--- src/rtl/icache_ctrl.sv ---
// Instruction-cache miss controller: hit reporting, one outstanding LOAD, block fill with bypass.
// Optional hit/miss counters are enabled by defining ICACHE_STATS_EN.
module icache_ctrl #(
    parameter int TAG_W     = 22,
    parameter int IDX_W     = 7,
    parameter int MEM_TAG_W = 4
) (
    input  logic                 clock,
    input  logic                 reset,
    input  logic [31:0]          proc2Icache_addr,
    input  logic                 proc2Icache_req,
    output logic [63:0]          Icache_data_out,
    output logic                 Icache_valid_out,
    output logic [TAG_W-1:0]     current_tag,
    output logic [IDX_W-1:0]     current_index,
    input  logic [63:0]          cachemem_data,
    input  logic                 cachemem_valid,
    output logic                 wr1_en,
    output logic [TAG_W-1:0]     wr1_tag,
    output logic [IDX_W-1:0]     wr1_idx,
    output logic [63:0]          wr1_data,
    output logic [1:0]           proc2mem_command,
    output logic [31:0]          proc2mem_addr,
    input  logic [MEM_TAG_W-1:0] mem2proc_response,
    input  logic [63:0]          mem2proc_data,
    input  logic [MEM_TAG_W-1:0] mem2proc_tag
`ifdef ICACHE_STATS_EN
    ,
    output logic [31:0]          hit_count,
    output logic [31:0]          miss_count
`endif
);

    localparam logic [1:0] CMD_NONE = 2'd0;
    localparam logic [1:0] CMD_LOAD = 2'd1;

    typedef enum logic [1:0] {IDLE, REQ, WAIT} state_t;

    state_t               state;
    state_t               next_state;
    logic [TAG_W-1:0]     miss_tag;
    logic [IDX_W-1:0]     miss_idx;
    logic [MEM_TAG_W-1:0] pend_tag;

    logic addr_match;
    logic hit;
    logic bypass;
    logic start_miss;
    logic accept;
    logic fill;
    logic unused_addr_bits;

    assign current_tag      = proc2Icache_addr[31 -: TAG_W];
    assign current_index    = proc2Icache_addr[3 +: IDX_W];
    assign unused_addr_bits = ^proc2Icache_addr[2:0];

    assign addr_match = (current_tag == miss_tag) && (current_index == miss_idx);
    assign hit        = proc2Icache_req && cachemem_valid;

    always_comb begin
        next_state       = state;
        start_miss       = 1'b0;
        accept           = 1'b0;
        fill             = 1'b0;
        proc2mem_command = CMD_NONE;
        case (state)
            IDLE: begin
                if (proc2Icache_req && !cachemem_valid) begin
                    start_miss = 1'b1;
                    next_state = REQ;
                end
            end
            REQ: begin
                proc2mem_command = CMD_LOAD;
                // An accepted LOAD must be tracked even if the fetch has moved on.
                if (mem2proc_response != '0) begin
                    accept     = 1'b1;
                    next_state = WAIT;
                end else if (!proc2Icache_req || !addr_match) begin
                    next_state = IDLE;
                end
            end
            WAIT: begin
                if ((pend_tag != '0) && (mem2proc_tag == pend_tag)) begin
                    fill       = 1'b1;
                    next_state = IDLE;
                end
            end
            default: next_state = IDLE;
        endcase
    end

    assign proc2mem_addr    = {miss_tag, miss_idx, 3'b000};
    assign wr1_en           = fill;
    assign wr1_tag          = miss_tag;
    assign wr1_idx          = miss_idx;
    assign wr1_data         = mem2proc_data;
    assign bypass           = fill && proc2Icache_req && addr_match;
    assign Icache_valid_out = hit || bypass;
    assign Icache_data_out  = bypass ? mem2proc_data : cachemem_data;

    always_ff @(posedge clock) begin
        if (reset) begin
            state    <= IDLE;
            miss_tag <= '0;
            miss_idx <= '0;
            pend_tag <= '0;
        end else begin
            state <= next_state;
            if (start_miss) begin
                miss_tag <= current_tag;
                miss_idx <= current_index;
            end
            if (accept) begin
                pend_tag <= mem2proc_response;
            end else if (fill) begin
                pend_tag <= '0;
            end
        end
    end

`ifdef ICACHE_STATS_EN
    always_ff @(posedge clock) begin
        if (reset) begin
            hit_count  <= '0;
            miss_count <= '0;
        end else begin
            if (Icache_valid_out) hit_count <= hit_count + 32'd1;
            if (start_miss) miss_count <= miss_count + 32'd1;
        end
    end
`endif

endmodule

--- config.mk ---
export PLATFORM = sky130hd
export DESIGN_NAME = icache_ctrl
export DESIGN_NICKNAME = d
export VERILOG_FILES = /design/src/rtl/icache_ctrl.sv
export SDC_FILE = /design/constraint.sdc
export NUM_CORES = 1
export LEC_CHECK = 0
export CAP_MARGIN = 5
export CORE_AREA = 2 2 152 154
export CTS_CLUSTER_DIAMETER = 200
export DETAILED_ROUTE_END_ITERATION = 8
export DIE_AREA = 0 0 154 156
export SYNTH_ARGS = -nofsm -noshare
export SYNTH_HDL_FRONTEND = slang
export SYNTH_SLANG_ARGS = --single-unit
--- constraint.sdc ---
create_clock -name clock -period 4.55 [get_ports clock]
set_input_delay 0.91 -clock clock [delete_from_list [all_inputs] [get_ports clock]]
set_output_delay 0.91 -clock clock [all_outputs]
set_load 0.1 [all_outputs]
==> impl_metrics.csv, run 1 <==
group,metric,value,unit
timing,final-hold-violation-count,0,
setup_path,path_buf_inv,4,
detailed_routing,drtIter0Drc,166,
power_and_ir_drop,powerDensity,276,nW/um2
clock_tree,post_cts_buffers,0,
setup_path,cp_cell_sequence,"clkdlybuf4s50_1 -> xnor2_1 -> nand4_1 -> nor4_1 -> buf_4 -> nand4_1 -> buf_12 -> mux2_2 -> buf_12",
global_routing,grt_pass1_vias,3542,
synth,ys.flop_type,"dfxtp_1",
synth,ys_seq_area_share,19.6,%
synth,syn_area,3580,um2
synth,syn_area_per_cell,8.72,um2
clock_tree,cts_resized,0,
timing,final.setup.tns,0,ns
setup_path,arrival,3.39,ns
layout,fin_area,7390,um2
synth,synth_edf_count,0,
timing,slew_headroom,33.3,%
setup_path,crit_cells,9,
global_routing,grt_usage,13.4,%
clock_tree,numCtsBuffers,5,
layout,final_nets,840,
outcome,status,"finished, final reports clean",
run,drv_cap,0,
timing,slew_viol_final,0,
setup_path,endpoint_kind,"output pin",
place,portBuffers,386,
clock_tree,numClockSinks,35,
setup_path,path_class,"input port to output pin",
synth,netlist.area_leader.share,26.5,%
synth,synth_cell_type_count,34,
detailed_routing,drc,0,
layout,drive_gt1_share,36.2,%
setup_path,slowest_stage,"clkdlybuf4s50_1",
global_routing,antenna_found_initial,0,
die,io_pins,394,
setup_path,critPathMaxFanout,65,
detailed_routing,antenna_left,0,
setup_path,critPathMaxStageDelay,0.47,ns
power_and_ir_drop,vdd_drop_max,0.138,mV
setup_path,critical_path.top_delay_family,"buffers and inverters",
hold_path,hold_path_class,"flip-flop to flip-flop",
timing,rsz0062_at_grt,"false",
global_routing,overflow,0,
place,place.gp.congestion,0.744,
hold_path,hold_depth,2,
timing,min_period_over_period,94.6,%
die,dieArea,24000,um2
place,place_area,7220,um2
power_and_ir_drop,p_leak,0.00314,uW
synth,syn-instance-count,410,
detailed_routing,via_per_inst,3.80,
synth,synth.most_common_cell,"buf_4",
synth,synthTopCellsByArea,"buf_4 26%, mux2_4 21%, dfxtp_1 20%",
timing,tightestPinTransition,0.998,ns
clock_tree,insertion_delay,0.28,ns
die,initial_core_util,16.0,%
die,coreArea,22400,um2
global_routing,grt_max_degree,66,
timing,setup_violations,0,
synth,ys_top_cells_by_count,"126 x buf_4, 63 x nand2_1, 49 x mux2_4",
detailed_routing,routed-via-count,3622,
clock_tree,cts_hold_buf,0,
timing,skew,0.00613,ns
timing,post-route-min-period,4.30,ns
layout,syn_to_final_growth,107,%
die,dieHeight,156,um
clock_tree,clk_pin_slew,0.06,ns
synth,ys_ff_latch,35,
synth,async_flop_share,0,%
die,die_w,154,um
setup_path,crit_path_start_kind,"input port",
place,hpwlAfterDp,15.2,mm
global_routing,grt_first_pass_wirelength,24.1,mm
detailed_routing,first_pass_iters,6,
layout,diodes,0,
timing,timing.fmax,0.232,GHz
synth,ys_warn_count,0,
synth,yosysTopAreaCell,"buf_4",
detailed_routing,wire_per_inst,18.6,um
clock_tree,cts_tree,"built",
clock_tree,cts_max_path_buffers,2,
clock_tree,cts-root-buf,"clkbuf_16",
clock_tree,htreeDepth,2,
die,rows,55,
setup_path,worstPathRequired,3.64,ns
setup_path,r2r_cells,4,
detailed_routing,drt_wl_total,17.7,mm
[routing by layer]
layer  GRT usage (%)  vias up  part of all wire (%)  wire, um
met3            2.33        2                   5.8      1020
met4            1.87        0                  0.34        61
met5               0        -                     0         0
li1                -     1756                     -         -
met1            16.4     1691                    40      7160
met2            24.9      173                    54      9500
[worst reg2reg max path: stages (launching register included)]
cell and delay [ns]:
dfxtp_1 0.33, or3b_2 0.50, or2_2 0.55, nand2_1 0.17, a21oi_1 0.07
[area by class of cell]
cell class / instances / area [um2]
Fill cell: 2265 / 15000
Inverter: 5 / 18.8
Clock buffer: 5 / 125
Tap cell: 285 / 357
Multi-Input combinational cell: 230 / 1810
Timing Repair Buffer: 391 / 4330
Sequential cell: 35 / 701
Clock inverter: 3 / 43.8
[cells in the final DEF (no fill, tap or decap), types with 2 or more instances in the layout]
cell type        count
xnor2_1             22
and3_1               2
buf_12              66
nand2_1             63
buf_4               98
a22oi_1              4
a21oi_1             30
mux2_4              49
mux2_2              15
clkbuf_16            5
dfxtp_1             35
xor2_1               5
nor4_1               3
nor2_1               6
nor2b_1              6
inv_1                4
conb_1               4
clkdlybuf4s50_1    227
nand4_1              7
[metrics by stage]
stage                     cells  setup slack (ns)  power [uW]  hold slack [ns]  util [%]
after CTS                   954             0.247        2060            0.498      33.0
after global placement      946             0.255        1650            0.487      32.3
final                       954             0.247        2040            0.495      33.0
after floorplan             413             0.315        1270            0.454         -
after global routing        954             0.117        2100            0.528      33.0
after detailed placement    946             0.262        1650            0.490      32.3
[report_power, final]
group	internal, uW	switching [uW]
Combinational	397	903
Sequential	321	18.2
Clock	258	138
[kinds of logic (layout without fill, tap and decap cells)]
logic type	count (synthesis)	after routing	share of synthesized area (%)
xor gates and xnor gates	27	27	6.61
other	1	4	0.105
AOI/OAI and AO/OA	41	41	6.58
and+or+nand+nor	94	94	11.7
muxes	64	64	25.3
DFF	35	35	19.6
buffers and inverters	148	404	30.1
[flip-flops by register name, indices dropped and copies added (netlist names)]
| register | flops |
|---|---|
| pend_tag | 4 |
| state | 2 |
| wr1_idx | 7 |
| wr1_tag | 22 |
[worst paths after layout]
kind / end / start / slack, ns
min reg2reg: wr1_idx[6]$_SDFFE_PP0P_ / wr1_idx[6]$_SDFFE_PP0P_ / 0.50
max reg2reg: wr1_tag[12]$_SDFFE_PP0P_ / state[0]$_SDFFE_PP0P_ / 2.80
max: Icache_data_out[2] / proc2Icache_addr[27] / 0.25
min: wr1_idx[6]$_SDFFE_PP0P_ / wr1_idx[6]$_SDFFE_PP0P_ / 0.50
No activity file was read; power rests on OpenSTA's default activity.
==> inputs of run 2 (changes only) <==
--- a/config.mk
+++ b/config.mk
@@ -10,6 +10,7 @@
 export CTS_CLUSTER_DIAMETER = 200
 export DETAILED_ROUTE_END_ITERATION = 8
 export DIE_AREA = 0 0 154 156
+export PLACE_DENSITY_LB_ADDON = 0.3
 export SYNTH_ARGS = -nofsm -noshare
 export SYNTH_HDL_FRONTEND = slang
 export SYNTH_SLANG_ARGS = --single-unit
==> impl_metrics.csv, run 2 (same netlist as run 1, synthesis figures left out) <==
group,metric,value,unit
detailed_routing,routed-via-count,3623,
hold_path,hold_depth,2,
timing,timing.fmax,0.238,GHz
die,dieHeight,156,um
detailed_routing,drt_wl_total,17.4,mm
setup_path,critPathMaxStageDelay,0.48,ns
die,initial_core_util,16.0,%
detailed_routing,first_pass_iters,6,
setup_path,critPathMaxFanout,12,
clock_tree,cts_resized,0,
layout,syn_to_final_growth,108,%
setup_path,crit_top_cell,"buf_4",
detailed_routing,via_per_inst,3.76,
place,dpl_worst_slack,0.344,ns
clock_tree,htreeDepth,2,
setup_path,path_class,"input port to output pin",
outcome,status,"finished, final reports clean",
detailed_routing,drc,0,
die,coreArea,22400,um2
power_and_ir_drop,vdd_drop_max,0.139,mV
setup_path,slowest_stage,"clkdlybuf4s50_1",
timing,skew,0.00484,ns
layout,layout_commonest_cell,"clkdlybuf4s50_1",
timing,setup_violations,0,
hold_path,min_from,"wr1_tag[4]$_SDFFE_PP0P_",
clock_tree,cts-root-buf,"clkbuf_16",
setup_path,r2r_start,"state[0]$_SDFFE_PP0P_",
place,place.gp.congestion,0.786,
layout,final_cell_mix,"227 x clkdlybuf4s50_1, 107 x buf_4, 66 x buf_12, 63 x nand2_1, 49 x mux2_4",
power_and_ir_drop,p_leak,0.00318,uW
global_routing,grt_usage,13.3,%
timing,rsz0062_at_grt,"false",
timing,slew_headroom,26.3,%
setup_path,crit_path_start_kind,"input port",
clock_tree,cts_tree,"built",
timing,min_period_over_period,92.3,%
timing,whs,0.500,ns
die,die_w,154,um
clock_tree,cts_hold_buf,0,
detailed_routing,drtIter0Drc,136,
clock_tree,cts_max_path_buffers,2,
timing,tightestPinTransition,1.10,ns
setup_path,arrival,3.29,ns
layout,largest_reg_flops,22,
setup_path,r2r_cells,4,
power_and_ir_drop,powerDensity,272,nW/um2
clock_tree,numCtsBuffers,5,
die,rows,55,
setup_path,worstPathRequired,3.64,ns
setup_path,endpoint_kind,"output pin",
setup_path,reg2reg_slack,2.82,ns
layout,diodes,0,
global_routing,grt_pass1_vias,3564,
clock_tree,numClockSinks,35,
clock_tree,post_cts_buffers,0,
global_routing,antenna_found_initial,0,
clock_tree,insertion_delay,0.28,ns
hold_path,hold_path_class,"flip-flop to flip-flop",
die,dieArea,24000,um2
die,io_pins,394,
timing,post-route-min-period,4.20,ns
global_routing,grt_max_degree,36,
timing,fin_ws,0.351,ns
layout,drive_gt1_share,37.0,%
place,hpwlAfterDp,15.2,mm
global_routing,grt_first_pass_wirelength,23.7,mm
run,drv_cap,0,
setup_path,r2r_end,"wr1_tag[6]$_SDFFE_PP0P_",
timing,final-hold-violation-count,0,
timing,slew_viol_final,0,
clock_tree,clk_pin_slew,0.06,ns
hold_path,min_to,"wr1_tag[4]$_SDFFE_PP0P_",
layout,final_nets,849,
timing,final.setup.tns,0,ns
place,portBuffers,386,
detailed_routing,antenna_left,0,
global_routing,overflow,0,
detailed_routing,wire_per_inst,18.1,um
setup_path,cp_cell_sequence,"clkdlybuf4s50_1 -> xnor2_1 -> nand4_1 -> nor4_1 -> buf_4 -> nand4_1 -> buf_4 -> buf_4 -> mux2_4 -> buf_12",
==> run 2: changes by cell type in the layout (fill, tap and decap cells not counted) <==
| cell | before | now |
|---|---|---|
| buf_4 | 98 | 107 |
==> run 2: metrics by stage <==
stage                     util (%)  instances  instance area [um2]  power [uW]
final                         33.3        963                 7450        2030
after global routing          33.3        963                 7450        2100
after CTS                     33.3        963                 7450        2060
after detailed placement      32.6        955                 7280        1650
after global placement        32.6        955                 7280        1650
after floorplan                  -        413                 3590        1270
==> run 2: layer usage <==
metal | part of all wire, % | track usage [%] | up-vias | wire, um
li1 | - | - | 1773 | -
met5 | 0 | 0 | - | 0
met1 | 38 | 15.2 | 1665 | 6550
met4 | 0.38 | 1.60 | 0 | 67
met2 | 55 | 25.4 | 181 | 9570
met3 | 7.2 | 3.28 | 4 | 1250
==> run 2: layout make-up <==
type	instances	area, um2
fill	2271	14900
clock buffer	5	125
tap	285	357
sequential	35	701
clock inverter	3	43.8
timing repair buffer	400	4400
inverter	5	18.8
multi-input combinational	230	1810
==> run 2: worst max path at each step <==
| stage | from | end | slack (ns) | cells past startpoint |
|---|---|---|---|---|
| final | proc2Icache_addr[3] | Icache_data_out[61] | 0.35 | 10 |
| after global routing | proc2Icache_addr[3] | Icache_data_out[61] | 0.25 | 10 |
| after CTS | proc2Icache_addr[3] | Icache_data_out[61] | 0.32 | 10 |
| after detailed placement | proc2Icache_addr[3] | Icache_data_out[61] | 0.34 | 10 |
| after global placement | proc2Icache_addr[3] | Icache_data_out[29] | 0.38 | 10 |
| after floorplan | mem2proc_tag[1] | Icache_valid_out | 0.31 | 7 |
==> run 2: power by group <==
part           internal, uW  total (uW)  switching, uW
Combinational           397        1300            899
Clock                   258         396            137
Sequential              321         338           17.0
Total                   976        2030           1050
==> run 2: worst max-delay path, delay by kind of cell <==
kind | cells | cell delay [ns]
and+or+nand+nor | 3 | 0.56
xor gates and xnor gates | 1 | 0.24
muxes | 1 | 0.33
buffers and inverters | 5 | 1.24
